File: src/rtl/bcd_pkg.sv
// Shared defaults and FSM state type for the binary-to-BCD converter.
package bcd_pkg;

  localparam int unsigned BinWDefault      = 32;
  localparam int unsigned NumDigitsDefault = 10;

  typedef enum logic [1:0] {
    StIdle,
    StConv,
    StDone
  } bcd_state_e;

endpackage

File: src/rtl/bcd_digit_adj.sv
// Double-dabble digit correction: a digit of 5 or more gets +3 before the shift.
module bcd_digit_adj (
  input  logic [3:0] digit_i,
  output logic [3:0] digit_o
);

  always_comb begin
    digit_o = digit_i;
    if (digit_i >= 4'd5) begin
      digit_o = digit_i + 4'd3;
    end
  end

endmodule

File: src/rtl/bin_to_bcd.sv
// Sequential double-dabble binary-to-BCD converter, one bit per clock,
// with registered result and leading-zero blanking mask.
module bin_to_bcd
  import bcd_pkg::*;
#(
  parameter int unsigned BIN_W      = BinWDefault,
  parameter int unsigned NUM_DIGITS = NumDigitsDefault
) (
  input  logic                    clk,
  input  logic                    rst_n,
  input  logic                    start,
  input  logic [BIN_W-1:0]        bin_in,
  output logic                    busy,
  output logic                    done,
  output logic [4*NUM_DIGITS-1:0] bcd_out,
  output logic [NUM_DIGITS-1:0]   blank
);

  localparam int unsigned CntW    = $clog2(BIN_W + 1);
  localparam logic [CntW-1:0] LastCnt = CntW'(BIN_W - 1);
  localparam logic [NUM_DIGITS-1:0] BlankRst = {{(NUM_DIGITS - 1){1'b1}}, 1'b0};

  bcd_state_e                state_q, state_d;
  logic [BIN_W-1:0]          shift_q, shift_d;
  logic [4*NUM_DIGITS-1:0]   acc_q, acc_d, acc_adj;
  logic [CntW-1:0]           cnt_q, cnt_d;
  logic [4*NUM_DIGITS-1:0]   bcd_q, bcd_d;
  logic [NUM_DIGITS-1:0]     blank_q, blank_d;
  logic                      zero_run;

  for (genvar g = 0; g < NUM_DIGITS; g++) begin : gen_adj
    bcd_digit_adj u_adj (
      .digit_i (acc_q[4*g +: 4]),
      .digit_o (acc_adj[4*g +: 4])
    );
  end

  always_comb begin
    state_d  = state_q;
    shift_d  = shift_q;
    acc_d    = acc_q;
    cnt_d    = cnt_q;
    bcd_d    = bcd_q;
    blank_d  = blank_q;
    zero_run = 1'b1;
    unique case (state_q)
      StIdle, StDone: begin
        if (start) begin
          state_d = StConv;
          shift_d = bin_in;
          acc_d   = '0;
          cnt_d   = '0;
        end else if (state_q == StDone) begin
          state_d = StIdle;
        end
      end
      StConv: begin
        acc_d   = {acc_adj[4*NUM_DIGITS-2:0], shift_q[BIN_W-1]};
        shift_d = {shift_q[BIN_W-2:0], 1'b0};
        cnt_d   = cnt_q + CntW'(1);
        if (cnt_q == LastCnt) begin
          state_d = StDone;
          bcd_d   = acc_d;
          // Scan from the top digit down; a digit is blank while all above it are zero.
          for (int k = NUM_DIGITS - 1; k >= 1; k--) begin
            zero_run   = zero_run & (acc_d[4*k +: 4] == 4'd0);
            blank_d[k] = zero_run;
          end
          blank_d[0] = 1'b0;
        end
      end
      default: state_d = StIdle;
    endcase
  end

  always_ff @(posedge clk or negedge rst_n) begin
    if (!rst_n) begin
      state_q <= StIdle;
      shift_q <= '0;
      acc_q   <= '0;
      cnt_q   <= '0;
      bcd_q   <= '0;
      blank_q <= BlankRst;
    end else begin
      state_q <= state_d;
      shift_q <= shift_d;
      acc_q   <= acc_d;
      cnt_q   <= cnt_d;
      bcd_q   <= bcd_d;
      blank_q <= blank_d;
    end
  end

  assign busy    = (state_q == StConv);
  assign done    = (state_q == StDone);
  assign bcd_out = bcd_q;
  assign blank   = blank_q;

endmodule

File: config.mk
export PLATFORM = sky130hd
export DESIGN_NAME = bin_to_bcd
export DESIGN_NICKNAME = d
export VERILOG_FILES = /design/src/rtl/bcd_pkg.sv /design/src/rtl/bcd_digit_adj.sv /design/src/rtl/bin_to_bcd.sv
export SDC_FILE = /design/constraint.sdc
export NUM_CORES = 1
export LEC_CHECK = 0
export CORE_MARGIN = 2
export CORE_UTILIZATION = 50
export CTS_CLUSTER_DIAMETER = 40
export DETAILED_ROUTE_END_ITERATION = 6
export PLACE_DENSITY = 0.77
export SLEW_MARGIN = 20
export SYNTH_ARGS = -nofsm -noshare
export SYNTH_HDL_FRONTEND = slang
export SYNTH_SLANG_ARGS = --single-unit
File: constraint.sdc
create_clock -name clk -period 2 [get_ports clk]
set_input_delay 0.3 -clock clk [delete_from_list [all_inputs] [get_ports clk]]
set_output_delay 0.3 -clock clk [all_outputs]
set_load 0.05 [all_outputs]
; ---- After elaboration in Yosys (flattened, before gate mapping)
; Index checks and enable logic that the tools add are counted.
[word_totals]
regBits = 129
input_bits = 35
output_inout_bits = 52
word_cells = 76
[classes]
addsub = 11
order_cmp = 10
n_eq_ne = 6
mux = 20
n_bitwise = 8
n_reduce_logical = 15
[ops]
columns = operator, n
row1 = $pmux W40 S2, 1
row2 = $pmux W32 S2, 1
row3 = $ge A4 B3 Y1 const B, 10
row4 = $mux W40, 1
row5 = $add A4 B2 Y4 const B, 9
row6 = $logic_not A4 Y1, 9
row7 = $mux W4, 9
row8 = $mux W32, 1
row9 = $pmux W6 S2, 1
row10 = $and A1 B1 Y1, 8
row11 = $add A6 B1 Y6 const B, 1
row12 = $eq A6 B5 Y1 const B, 1
row13 = $mux W2, 3
row14 = $mux W6, 1
row15 = $reduce_and A2 Y1, 3
row16 = $pmux W2 S2, 1
row17 = $add A3 B2 Y3 const B, 1
row18 = $mux W3, 1
row19 = $ne A3 B3 Y1 const B, 1
row20 = $eq A2 B1 Y1 const B, 1
row21 = $eq A2 B2 Y1 const B, 1
row22 = $logic_not A2 Y1, 1
row23 = $ne A2 B1 Y1 const B, 1
row24 = $ne A2 B2 Y1 const B, 1
row25 = other kinds (2), 2

; ---- Logic depth before layout (Yosys ltp)
[depth]
depth_word = 11
depth_mapped = 8
mapped_depth_nobuf = 8

; ---- Hierarchy
; A second synthesis with hierarchy kept.
[hier_totals]
cells_unflattened = 635
area_unflattened_um2 = 6137.1
[by_module_without_submodules]
columns = mod, n_inst, cells_each, area_each_um2, seq_area_each_um2
row1 = bin_to_bcd, 1, 475, 5123.7, 3239.4
row2 = bcd_digit_adj, 10, 16, 101.3, 0.0

; ---- Worst setup path after synthesis
; OpenSTA, ideal clock, no wires.
[synth_timing]
path_kind = reg-to-reg
from = reg acc_q[28]
to = reg blank_q[3], in the netlist blank[3]
setup_time_ns = 0.079
t_arrival_ns = 1.886
t_required_ns = 1.921
setup_slack_ns = 0.035
path_stages_with_launch = 9
path_buffers = 0
synth_period_minus_slack_ns = 1.965
path_cell_list = dfrtp_1 -> inv_1 -> ha_1 -> nand2b_1 -> a21oi_1 -> mux2i_1 -> nor4b_2 -> nand3b_1 -> o21ai_0
[synth_via]
elab_chain_len = 9
elab_cells_between_ends = 11
classes_between = 1 x add/sub / 1 x order compare / 1 x mux / 6 x bitwise / 2 x reduce/logical
[synth_rtl]
columns = element, line
row1 = start: declaration, bin_to_bcd.sv:25  ; logic [4*NUM_DIGITS-1:0] acc_q, acc_d, acc_adj;
row2 = start signal: assignment, bin_to_bcd.sv:80  ; acc_q <= '0;
row3 = start signal: assignment, bin_to_bcd.sv:87  ; acc_q <= acc_d;
row4 = $add A4 B2 Y4 / $ge A4 B3 Y1 (equally long branches), "bcd_digit_adj.sv:10, bcd_digit_adj.sv:9"
row5 = $mux W4 *, bcd_digit_adj.sv:9  ; if (digit_i >= 4'd5) begin
row6 = $logic_not A4 Y1, bin_to_bcd.sv:66  ; zero_run = zero_run & (acc_d[4*k +: 4] == 4'd0);
row7 = $and A1 B1 Y1, bin_to_bcd.sv:66
row8 = $and A1 B1 Y1 * (5 in a row), bin_to_bcd.sv:66
row9 = end signal: assignment, bin_to_bcd.sv:83  ; blank_q <= BlankRst;
row10 = end signal: assignment, bin_to_bcd.sv:90  ; blank_q <= blank_d;
row11 = end: declaration, bin_to_bcd.sv:28  ; logic [NUM_DIGITS-1:0] blank_q, blank_d;
; Every way passes the cells marked *; elsewhere a longest branch is shown, timed or not.
; A chain may end at the register's enable or synchronous reset.

; ---- Worst setup path after layout
[layout_timing]
from = reg acc_q[32]
to = reg blank_q[5], in the netlist blank[5]
[layout_via]
elab_chain_len = 7
elab_cells_between_ends = 9
classes_between = 1 x add/sub / 1 x order compare / 1 x mux / 4 x bitwise / 2 x reduce/logical
[layout_rtl]
columns = element, line
row1 = $add A4 B2 Y4 / $ge A4 B3 Y1 (equally long branches), "bcd_digit_adj.sv:10, bcd_digit_adj.sv:9"
row2 = $mux W4 *, bcd_digit_adj.sv:9
row3 = $logic_not A4 Y1, bin_to_bcd.sv:66
row4 = $and A1 B1 Y1 * (4 in a row), bin_to_bcd.sv:66
; Marked as above.

==> results by group <==
Final layout
  – Final instance area: 8390 um^2
  – Most common cell after layout, fill and taps aside: nand2_1
  – Total Nets Final: 821
  – Share of cells above drive strength 1: 19.3%
  – Area growth syn-to-layout: 35.8%
  – Most frequent cells in the layout: nand2_1 (190), dfrtp_1 (115), clkdlybuf4s50_1 (73)
  – N_diodes: 0

Drt
  – Vias: 5254
  – Starting DRT DRC Count: 349
  – DRC Markers: 0
  – Routed Antenna Nets: 0
  – DR WL/cell: 16.9 um
  – Vias per cell: 5.68
  – WL final: 15700 um
  – First-pass DRT Iterations: 5

Critical path
  – CP Class: flip-flop to flip-flop
  – CP Cell Sequence: ha_2, nand2b_4, a21oi_4, mux2i_1, nand4_1, nand3b_1, o21ai_1
  – Slowest-stage cell, CP: dfrtp_2
  – Worst endpoint required time: 2.35 ns
  – Crit path DAT: 2.35 ns
  – CP Max Fanout: 5
  – Max incr delay on CP: 0.45 ns
  – CP Capture Type: flip-flop
  – CP startpoint kind: flip-flop

CTS
  – Skew-Pair Late Insertion Delay: 0.42 ns
  – Clock sink count: 129
  – Max clock buf depth: 2
  – Clk slew on worst S/H paths: 0.06 ns
  – Total CTS buffers: 17
  – CTS tree: done
  – # H-tree levels: 4
  – Root Buffer: clkbuf_16

Floorplanning
  – Total core area: 12000 um^2
  – Die height: 115 um
  – Die W: 115 um
  – Effective utilization at floorplan: 51.4%
  – I/O pins: 87
  – Row cnt: 40
  – Die Area: 13300 um^2

Global routing
  – Vias in the first global route: 5211
  – Grt total ovfl: 0
  – Largest net degree at the start of global routing: 71
  – GRT Util Overall: 24.1%
  – Initial antenna violation count: 0
  – First-pass GRT wire length: 25000 um

Logic synthesis
  – Cells after Synth: 644
  – Syn Nets: 700
  – YS warnings: 0
  – Post-synthesis sequential area ratio: 52.5%
  – Predominant post-synthesis flop cell: dfrtp_1
  – Number of synthesized flops with an enable pin: 0
  – Distinct cells, synth: 40
  – Async S/R FF share, synth: 100%
  – Synthesized area: 6180 um^2
  – Syn Area/Cell: 9.59 um^2
  – Synthesized flop and latch total: 129

Timing
  – Worst clock skew: 0.00816 ns
  – Fmax: 0.500 GHz
  – Fin. Hold Viols: 0
  – Tcrit/Tclk final: 100%
  – Post-route minimum period: 2.00 ns
  – Worst setup margin: -0.000443 ns
  – RSZ-0062 raised after global routing: yes
  – Slew headroom: 63.0%
  – Slew @ Worst Pin: 0.554 ns
  – Setup violations, final: 1
  – Slew Limit Fails: 0

Status
  – Failing checks: negative setup slack
  – Outcome: finished with violations

Place
  – IO buf count: 85
  – Place WS: -0.181 ns
  – Post-DP HPWL: 9550 um
  – Routability cong.: 0.885
  – Placed Area: 7320 um^2

Power
  – Max VDD drop: 0.720 mV
  – Static Leakage: 3.79 nW
  – PwrDens: 1880 nW/um^2

Min path
  – Tightest Hold Check Type: input port to asynchronous set/reset pin

Flow run
  – MaxCap Viol Count: 0
layer usage:
layer  track usage [%]  vias up  routed length (um)
met5                 0        -                   0
met4              10.4        0                 397
met3              6.33       34                 874
met2              40.1      176                7890
met1              29.8     2566                6510
li1                  -     2478                   -
sequential cells by signal (all words and copies together), names as in the netlist:
register	count
shift_q	32
blank	9
acc_q	40
bcd_out	40
cnt_q	6
state_q	2
final timing paths:
path                                             from                 endpoint  slack, ns  depth (start not counted)
worst max-delay path            acc_q[32]$_DFFE_PN0P_     blank[5]$_DFFE_PN1P_    -0.0004                          7
worst min-delay path                            rst_n  bcd_out[32]$_DFFE_PN0P_       0.40                          2
worst max register to register  acc_q[32]$_DFFE_PN0P_     blank[5]$_DFFE_PN1P_    -0.0004                          7
worst min register to register   blank[2]$_DFFE_PN1P_     blank[2]$_DFFE_PN1P_       0.46                          2
max in group asynchronous                       rst_n   bcd_out[6]$_DFFE_PN0P_       0.92                          3
min in group clk                 blank[2]$_DFFE_PN1P_     blank[2]$_DFFE_PN1P_       0.46                          2
Yosys cell counts, types with 9 or more instances:
| library cell | number | share of area [%] |
|---|---|---|
| nand2_1 | 190 | 12 |
| dfrtp_1 | 120 | 49 |
| o21ai_0 | 51 | 4.1 |
| a22oi_1 | 31 | 3.8 |
| a21oi_1 | 29 | 2.4 |
| clkbuf_1 | 25 | 1.5 |
| ha_1 | 21 | 4.3 |
| inv_1 | 21 | 1.3 |
| nor3b_1 | 19 | 2.3 |
| mux2i_1 | 17 | 2.8 |
| nand2b_1 | 13 | 1.3 |
| a22o_1 | 12 | 1.7 |
| xnor2_1 | 10 | 1.4 |
| dfstp_2 | 9 | 3.8 |
| o22ai_1 | 9 | 0.91 |
| o31ai_1 | 9 | 1.1 |
kinds of logic (layout without fill, tap and decap cells):
kind of cell,count (synthesis),count (layout),synth area share (%)
XOR/XNOR,10,10,1.42
multiplexers,17,17,2.76
AO/OA/AOI/OAI,154,154,16.2
buffers and inverters,53,187,3.36
flip-flops,129,129,52.5
AND/OR/NAND/NOR,259,259,19.5
adder cells (fa/ha/maj),21,21,4.25
other,1,1,0.0607
layout make-up:
cell class	instances	area, um^2
fill	847	3620
sequential	129	3250
multi-input combinational	462	2970
timing repair buffer	132	1260
clock buffer	19	443
clock inverter	13	186
tap	147	184
inverter	23	96.3
critical path: cells and delay by family (launching register included):
family,cells,cell delay [ns]
AND/OR/NAND/NOR,3,0.67
flip-flops,1,0.45
multiplexers,1,0.27
adder cells (fa/ha/maj),1,0.20
AO/OA/AOI/OAI,2,0.34
where the power goes:
part	internal, mW	switching (mW)
sequential	3.71	0.947
clock	2.12	1.18
combinational	3.34	4.48
total	9.17	6.61
repair_timing:
action	CTS	global route
endpoints found under the setup margin	14	6
pin swaps	5	16
gates resized for setup	30	51
endpoints found under the hold margin	36	0
hold buffers	1	0
setup buffers	6	15
through the flow:
step	util [%]	setup TNS, ns	hold WS [ns]	std cells	total power [mW]
after floorplan	-	0	0.00441	644	9.05
after global placement	61.0	-1.61	0.305	870	10.9
after detailed placement	61.0	-4.82	0.313	870	11.2
after CTS	67.2	0	0.422	909	14.9
after global routing	69.8	-0.430	0.454	925	16.7
final	69.8	-0.000443	0.404	925	15.8
Note: power is estimated with default switching activity, not from simulation.
